File: config.mk
export PLATFORM = sky130hd
export DESIGN_NAME = uart_rx_frame
export DESIGN_NICKNAME = d
export VERILOG_FILES = /design/src/rtl/uart_pkg.sv /design/src/rtl/sync_2ff.sv /design/src/rtl/uart_rx_frame.sv
export SDC_FILE = /design/constraint.sdc
export NUM_CORES = 1
export LEC_CHECK = 0
export ABC_AREA = 1
export BUFFER_PORTS_ARGS = -buffer_cell sky130_fd_sc_hd__buf_2
export CORE_MARGIN = 4
export CORE_UTILIZATION = 52
export DETAILED_ROUTE_END_ITERATION = 8
export GPL_ROUTABILITY_DRIVEN = 0
export PLACE_DENSITY = 0.75
export SYNTH_ARGS = -nofsm -noshare
export SYNTH_HDL_FRONTEND = slang
export SYNTH_HIERARCHICAL = 1
export SYNTH_SLANG_ARGS = --single-unit
File: constraint.sdc
create_clock -name i_clk -period 1.3 [get_ports i_clk]
set_input_delay 0.065 -clock i_clk [delete_from_list [all_inputs] [get_ports i_clk]]
set_output_delay 0.065 -clock i_clk [all_outputs]
set_load 0.02 [all_outputs]
File: src/rtl/uart_pkg.sv
// Shared UART definitions: receiver state encoding, oversampling constants
// and the default frame shape used by the UART top.
package uart_pkg;

  localparam logic [2:0] ST_IDLE   = 3'd0;
  localparam logic [2:0] ST_START  = 3'd1;
  localparam logic [2:0] ST_DATA   = 3'd2;
  localparam logic [2:0] ST_PARITY = 3'd3;
  localparam logic [2:0] ST_STOP   = 3'd4;

  localparam int OVERSAMPLE = 16;  // ticks per bit period
  localparam int MID_SAMPLE = 7;   // tick index at the middle of the start bit

  localparam int DEF_DBIT    = 8;
  localparam int DEF_SB_TICK = 16;

  typedef enum logic [2:0] {
    RX_IDLE   = ST_IDLE,
    RX_START  = ST_START,
    RX_DATA   = ST_DATA,
    RX_PARITY = ST_PARITY,
    RX_STOP   = ST_STOP
  } rx_state_e;

endpackage

File: src/rtl/sync_2ff.sv
// Two-flop synchroniser for asynchronous inputs; reset value is a parameter
// so idle-high lines come out of reset inactive.
module sync_2ff #(
  parameter int               WIDTH   = 1,
  parameter logic [WIDTH-1:0] RST_VAL = '1
) (
  input  logic             i_clk,
  input  logic             i_reset,
  input  logic [WIDTH-1:0] i_d,
  output logic [WIDTH-1:0] o_q
);

  logic [WIDTH-1:0] meta_q;
  logic [WIDTH-1:0] sync_q;

  // metastability stage followed by the stable output stage
  always_ff @(posedge i_clk or posedge i_reset) begin
    if (i_reset) begin
      meta_q <= RST_VAL;
      sync_q <= RST_VAL;
    end else begin
      meta_q <= i_d;
      sync_q <= meta_q;
    end
  end

  assign o_q = sync_q;

endmodule

File: src/rtl/uart_rx_frame.sv
// 16x-oversampled UART receiver: start-bit validation, LSB-first data shift,
// optional parity (define UART_RX_PARITY_EN) and stop-bit check. Each byte is
// presented with a one-cycle o_rx_done pulse. A frame ending in a framing
// error disarms start detection until the line is seen idle-high again, so a
// break yields one errored byte rather than a stream.
module uart_rx_frame
  import uart_pkg::*;
#(
  parameter int DBIT       = DEF_DBIT,
  parameter int SB_TICK    = DEF_SB_TICK,
  parameter int PARITY_ODD = 0
) (
  input  logic            i_clk,
  input  logic            i_reset,
  input  logic            i_s_tick,
  input  logic            i_rx,
  output logic [DBIT-1:0] o_dout,
  output logic            o_rx_done,
  output logic            o_frame_err,
  output logic            o_parity_err,
  output logic            o_busy
);

  localparam int SW = (SB_TICK > OVERSAMPLE) ? $clog2(SB_TICK) : 4;
  localparam int NW = (DBIT > 1) ? $clog2(DBIT) : 1;
  localparam logic PAR_ODD = (PARITY_ODD != 0);

  rx_state_e       state_q, state_d;
  logic [SW-1:0]   s_q, s_d;
  logic [NW-1:0]   n_q, n_d;
  logic [DBIT-1:0] shift_q, shift_d;
  logic            armed_q, armed_d;
  logic [DBIT-1:0] dout_q, dout_d;
  logic            done_q, done_d;
  logic            ferr_q, ferr_d;
  logic            perr_q, perr_d;
  logic            par_expect;
  logic            par_sample;
  logic            rx_s;

  sync_2ff #(.WIDTH(1), .RST_VAL(1'b1)) u_sync (
    .i_clk   (i_clk),
    .i_reset (i_reset),
    .i_d     (i_rx),
    .o_q     (rx_s)
  );

  assign par_expect = (^shift_q) ^ PAR_ODD;

`ifdef UART_RX_PARITY_EN
  logic par_q, par_d;

  // latched parity bit from the wire
  always_ff @(posedge i_clk or posedge i_reset) begin
    if (i_reset) par_q <= 1'b0;
    else         par_q <= par_d;
  end

  assign par_sample = par_q;
`else
  // no parity bit is framed, so the "sample" always matches expectation
  assign par_sample = par_expect;
`endif

  // state, counters, shift register and registered outputs
  always_ff @(posedge i_clk or posedge i_reset) begin
    if (i_reset) begin
      state_q <= RX_IDLE;
      s_q     <= '0;
      n_q     <= '0;
      shift_q <= '0;
      armed_q <= 1'b1;
      dout_q  <= '0;
      done_q  <= 1'b0;
      ferr_q  <= 1'b0;
      perr_q  <= 1'b0;
    end else begin
      state_q <= state_d;
      s_q     <= s_d;
      n_q     <= n_d;
      shift_q <= shift_d;
      armed_q <= armed_d;
      dout_q  <= dout_d;
      done_q  <= done_d;
      ferr_q  <= ferr_d;
      perr_q  <= perr_d;
    end
  end

  // next-state and datapath updates; everything but IDLE exit waits on a tick
  always_comb begin
    state_d = state_q;
    s_d     = s_q;
    n_d     = n_q;
    shift_d = shift_q;
    armed_d = armed_q;
    dout_d  = dout_q;
    done_d  = 1'b0;
    ferr_d  = ferr_q;
    perr_d  = perr_q;
`ifdef UART_RX_PARITY_EN
    par_d   = par_q;
`endif
    unique case (state_q)
      RX_IDLE: begin
        if (rx_s) begin
          armed_d = 1'b1;
        end else if (armed_q) begin
          state_d = RX_START;
          s_d     = '0;
        end
      end
      RX_START: begin
        if (i_s_tick) begin
          if (s_q == SW'(MID_SAMPLE)) begin
            if (!rx_s) begin
              state_d = RX_DATA;
              s_d     = '0;
              n_d     = '0;
            end else begin
              state_d = RX_IDLE;  // glitch, not a real start bit
            end
          end else begin
            s_d = s_q + 1'b1;
          end
        end
      end
      RX_DATA: begin
        if (i_s_tick) begin
          if (s_q == SW'(OVERSAMPLE - 1)) begin
            s_d     = '0;
            shift_d = {rx_s, shift_q[DBIT-1:1]};
            if (n_q == NW'(DBIT - 1)) begin
`ifdef UART_RX_PARITY_EN
              state_d = RX_PARITY;
`else
              state_d = RX_STOP;
`endif
            end else begin
              n_d = n_q + 1'b1;
            end
          end else begin
            s_d = s_q + 1'b1;
          end
        end
      end
      RX_PARITY: begin
`ifdef UART_RX_PARITY_EN
        if (i_s_tick) begin
          if (s_q == SW'(OVERSAMPLE - 1)) begin
            s_d     = '0;
            par_d   = rx_s;
            state_d = RX_STOP;
          end else begin
            s_d = s_q + 1'b1;
          end
        end
`else
        state_d = RX_IDLE;
`endif
      end
      RX_STOP: begin
        if (i_s_tick) begin
          if (s_q == SW'(SB_TICK - 1)) begin
            state_d = RX_IDLE;
            s_d     = '0;
            done_d  = 1'b1;
            dout_d  = shift_q;
            ferr_d  = ~rx_s;
            perr_d  = par_sample ^ par_expect;
            armed_d = rx_s;  // low stop bit: wait for idle-high before rearming
          end else begin
            s_d = s_q + 1'b1;
          end
        end
      end
      default: state_d = RX_IDLE;
    endcase
  end

  assign o_dout       = dout_q;
  assign o_rx_done    = done_q;
  assign o_frame_err  = ferr_q;
  assign o_parity_err = perr_q;
  assign o_busy       = (state_q != RX_IDLE);

endmodule

Word-level counts from Yosys, hierarchy flattened
Index checks and enable logic that the tools add are counted.

storage, ports and cells
  output and inout bits = 12
  register bits = 31
  logic and storage cells = 78
  input bits = 4

operators by class
  equality and inequality tests = 20
  $add $sub $neg = 2
  bitwise gates (word level) = 1
  muxes and demuxes = 33
  reduce and logical (&&, ||, !) cells = 12

operator list
  kind                                                                     count
  3-bit two-way mux                                                        15
  4-bit two-way mux                                                        7
  2-bit inequality test, second input constant                             11
  3-bit one-hot mux with 4 select lines                                    1
  4-bit one-hot mux with 3 select lines                                    1
  9-bit AND reduction                                                      1
  7-bit AND reduction                                                      1
  3-bit == test, second input constant                                     2
  1-bit two-way mux                                                        6
  3-bit one-hot mux with 2 select lines                                    1
  3-bit AND reduction                                                      2
  6-bit AND reduction                                                      1
  3-bit nonzero test                                                       2
  4-bit by 1-bit adder with 4-bit output, second input constant            1
  4-bit by 3-bit == test with 1-bit output, second input constant          1
  4-bit == test, second input constant                                     1
  2-bit by 1-bit inequality test with 1-bit output, second input constant  2
  4-bit AND reduction                                                      1
  2-bit nonzero test                                                       2
  3-bit by 1-bit adder with 3-bit output, second input constant            1
  3-bit by 1-bit == test with 1-bit output, second input constant          1
  3-bit by 2-bit == test with 1-bit output, second input constant          1
  3-bit logical NOT                                                        1
  3-bit inequality test, second input constant                             1
  other kinds (4)                                                          4

Longest topological paths before layout
  depth after elaboration = 5
  depth in mapped cells = 9
  mapped depth without buffers = 9

Modules after synthesis
Netlist, hierarchy kept.

modules (own cells, without submodules)
  module         cells each  sequential area each (µm²)  area each (µm²)  times used
  uart_rx_frame  182         726.9                       1500.2           1
  sync_2ff       3           52.6                        56.3             1

Worst setup path after synthesis
Ideal clock, no wire load.

  path type = reg-to-reg
  start point = reg s_q[0]
  end point = reg dout_q[1], in the netlist o_dout[1]
  cell stages (with the launch flop) = 10
  setup time = 118 ps
  slack = -189 ps
  required time = 1182 ps
  buffers on the path = 1
  period minus slack after synthesis = 1489 ps
  arrival time = 1371 ps
  cell sequence = dfrtp_1 ha_1 nand3_2 nor2_4 inv_2 nor2_8 inv_4 buf_6 nand2_1 o21ai_2

between the ends
  cells in the longest elaborated chain, start to end = 2

ends and longest elaborated chain
  item                           RTL line              source
  start: declaration             uart_rx_frame.sv:29   logic [SW-1:0] s_q, s_d;
  start signal: assignment       uart_rx_frame.sv:69   s_q <= '0;
  start signal: assignment       uart_rx_frame.sv:79   s_q <= s_d;
  4-bit == test                  uart_rx_frame.sv:164  if (s_q == SW'(SB_TICK - 1)) begin
  3-bit AND reduction (no line)  n/a
  end signal: assignment         uart_rx_frame.sv:83   dout_q <= dout_d;
  end: declaration               uart_rx_frame.sv:33   logic [DBIT-1:0] dout_q, dout_d;

Every way passes these cells.
A chain may end at the register's enable or synchronous reset.

Final worst setup path
  start point = reg state_q[1]
  end point = reg s_q[0]

between the ends
  cells in the longest elaborated chain, start to end = 4
  elaborated cells between the ends (all ways) = 13
  classes of those cells = eq/ne: 8; mux: 1; reduce/logical: 4

ends and longest elaborated chain
  item                                                                                                     RTL line              source
  start: declaration                                                                                       uart_rx_frame.sv:28   rx_state_e state_q, state_d;
  start signal: assignment                                                                                 uart_rx_frame.sv:78   state_q <= state_d;
  3-bit == test / 3-bit by 2-bit == test with 1-bit output (equally long branches)                         uart_rx_frame.sv:104  unique case (state_q)
  2-bit OR reduction (no line)                                                                             n/a
  2-bit by 1-bit inequality test with 1-bit output (no line) / 3-bit nonzero test (equally long branches)  n/a
  6-bit AND reduction (no line)                                                                            n/a

Several ways; a longest one is shown, not always the timed one.

==> results.sh <==
export IMPL_min_period_ns=1.46
export IMPL_skew_ns=0.0206
export IMPL_p_leak_nw=1.06
export IMPL_overflow=0
export IMPL_utilization=0.752
export IMPL_final_seq_area_um2=783
export IMPL_ys_warn_count=6
export IMPL_grt_pass1_wl_um=6090
export IMPL_drc=0
export IMPL_yosysSeqAreaShare=0.501
export IMPL_ys_types=25
export IMPL_netSwitchingPower_w=0.00160
export IMPL_clock_fmax_mhz=685
export IMPL_die_x_um=62.7
export IMPL_internal_power_w=0.00218
export IMPL_synth_simple_gate_area_frac=0.289
export IMPL_fillers=191
export IMPL_p_seq_frac=0.325
export IMPL_wl_per_cell_um=14.9
export IMPL_drtPass1Iterations=4
export IMPL_rsz0062_at_grt="yes"
export IMPL_synth_compound_area_share=0.0932
export IMPL_ios=16
export IMPL_drt_vias_per_instance=5.46
export IMPL_row_count=19
export IMPL_violations="setup timing"
export IMPL_cp_max_fo=7
export IMPL_antenna_left=0
export IMPL_max_cap_viol_count=0
export IMPL_required_ns=1.60
export IMPL_cts_reportedPaths_clkPinSlew_ns=0.11
export IMPL_postRouteWirelength_um=3930
export IMPL_hold_path_class="input pin to flop"
export IMPL_grt_usage=0.198
export IMPL_outcome="complete, but fails checks"
export IMPL_synth_area_leaders="dfrtp_1 45%, nand2_1 15%, nand3_1 6.4%"
export IMPL_cts_num_sinks=31
export IMPL_peakVddDrop_mv=1.23
export IMPL_avgSynthCellArea_um2=8.41
export IMPL_yosys_area_top_type_share=0.450
export IMPL_cp_start_kind="flop"
export IMPL_nNetsFinal=239
export IMPL_synth_adder_area_share=0.0305
export IMPL_design_core_area_mm2=0.00281
export IMPL_grt_max_degree=30
export IMPL_final_common_cell="nand2_1"
export IMPL_root_buffer="clkbuf_4"
export IMPL_ys_seq_elements=31
export IMPL_port_buffer_count=14
export IMPL_synth_top_family_by_area="simple AND/OR/NAND/NOR gates"
export IMPL_syn_area_mm2=0.00156
export IMPL_place_hpwl_um=2300
export IMPL_p_clk_frac=0.159
export IMPL_yosysTopAreaCell="dfrtp_1"
export IMPL_fin_ws_ns=-0.160
export IMPL_fin_crit_sh=1.12
export IMPL_postSynthCellCount=185
export IMPL_syn_nets=192
export IMPL_finalHoldViolations=0
export IMPL_cts_htree_levels=2
export IMPL_antenna_found_initial=0
export IMPL_multiInputGateArea_um2=808
export IMPL_p_sw_frac=0.424
export IMPL_stdcell_count=264
export IMPL_clockBufferDepth=2
export IMPL_drt_iter0_drc=110
export IMPL_numCtsBuffers=5
export IMPL_pre_cts_ws_ns=-0.165
export IMPL_power_w=0.00378
export IMPL_tritoncts="built"
export IMPL_grt_pass1_vias=1372
export IMPL_p_comb_frac=0.517
export IMPL_die_area_mm2=0.00393
export IMPL_hold_slack_ns=0.222
export IMPL_synthMuxAreaShare=0
export IMPL_path_class="flop to flop"
export IMPL_powerDensity_mw_per_mm2=1790
export IMPL_diodes=0
export IMPL_critPathArrivalTime_ns=1.76
export IMPL_vias=1442
export IMPL_synthXorXnorAreaFrac=0.00563
export IMPL_syn_to_final_growth_pct=35.6
export IMPL_final_layout_size_suffix_gt1_frac=0.468
export IMPL_worstSkewPairLatency_ns=0.35
export IMPL_endpoint_kind="flop"
export IMPL_final_max_slew_viol_count=0
export IMPL_start_util=0.555
export IMPL_setup_viol=30
export IMPL_placed_cells=242
export IMPL_final_cell_mix="45 x nand2_1, 25 x dfrtp_1, 24 x buf_4"
export IMPL_die_h_um=62.7
metrics by stage:
step | TNS (ns) | area [um2]
finish | -3.06 | 2110
floorplan | -0.339 | 1580
global route | -5.00 | 2110
CTS | -0.904 | 1970
detailed placement | -1.51 | 1790
global placement | -0.491 | 1790
worst max-delay path, stage by stage, from the launching register on:
cell	delay [ns]
dfrtp_2	0.48
buf_6	0.15
nor2_4	0.16
nand2_2	0.13
nand2_1	0.14
nand3_1	0.08
nand2_1	0.10
nand3_1	0.10
nand2_1	0.08
sequential cells by signal, summed over array words and instances (netlist names), 3 cells and up:
register / cells
state_q: 3
s_q: 4
shift_q: 8
n_q: 3
o_dout: 8
synthesized netlist by cell type:
cell      number
o21ai_1        2
nand3_2        1
nand3_1       20
nand2_2        2
nor2_2         2
buf_6          1
ha_1           3
dfrtp_1       28
maj3_1         1
nand4_1        2
a21oi_1        3
o21ai_0       10
inv_4          1
xnor2_1        1
o21ai_2        8
inv_2          2
nor2_4         2
buf_4          3
nand2_1       61
nand3b_1       1
conb_1         1
nor2_1         6
nor2_8         1
inv_1         20
dfstp_2        3
kinds of logic after synthesis:
kind of cell,count (synthesis)
other cells,1
simple gates,98
xor+xnor,1
compound gates,23
fa+ha+maj,4
flops,31
buf+inv,27
layout make-up:
| type | count | area share |
|---|---|---|
| clock buffer | 7 | 0.0261 |
| clock inverter | 1 | 0.00237 |
| inverter | 23 | 0.0480 |
| multi-input combinational | 128 | 0.383 |
| sequential | 31 | 0.371 |
| tap | 31 | 0.0184 |
| timing repair buffer | 43 | 0.151 |
per-layer routing:
layer,track usage,up-vias,share of wire
met4,0.0799,0,0.037
met5,0,-,0
met1,0.223,693,0.39
li1,-,678,-
met3,0.0629,19,0.057
met2,0.346,52,0.52
final timing paths:
kind / slack, ns / cells past startpoint / start / end
hold reg to reg: 0.37 / 0 / u_sync/meta_q / u_sync/o_q
hold / removal: 0.22 / 5 / i_s_tick / s_q[2]
setup / recovery: -0.16 / 8 / state_q[1] / s_q[0]
max in group asynchronous: 0.68 / 4 / i_reset / armed_q
setup reg to reg: -0.16 / 8 / state_q[1] / s_q[0]
min in group asynchronous: 0.28 / 3 / i_reset / u_sync/meta_q
what timing repair did:
action / CTS / global route
endpoints found under the setup margin: 28 / 30
cloned: 1 / 0
pin swaps: 9 / 11
hold buffers: 2 / 0
gates resized for setup: 31 / 28
buffers inserted: 3 / 8
endpoints found under the hold margin: 31 / 0
power groups by stage:
stage	sequential, W	clock [W]	combinational [W]
5_1_grt	0.00124	0.000659	0.00211
4_1_cts	0.00122	0.000597	0.00150
3_5_place_dp	0.00120	0	0.00126
3_3_place_gp	0.00119	0	0.00122
6_report	0.00123	0.000600	0.00195
2_1_floorplan	0.00119	0	0.000865
(Power assumes the default switching activity.)
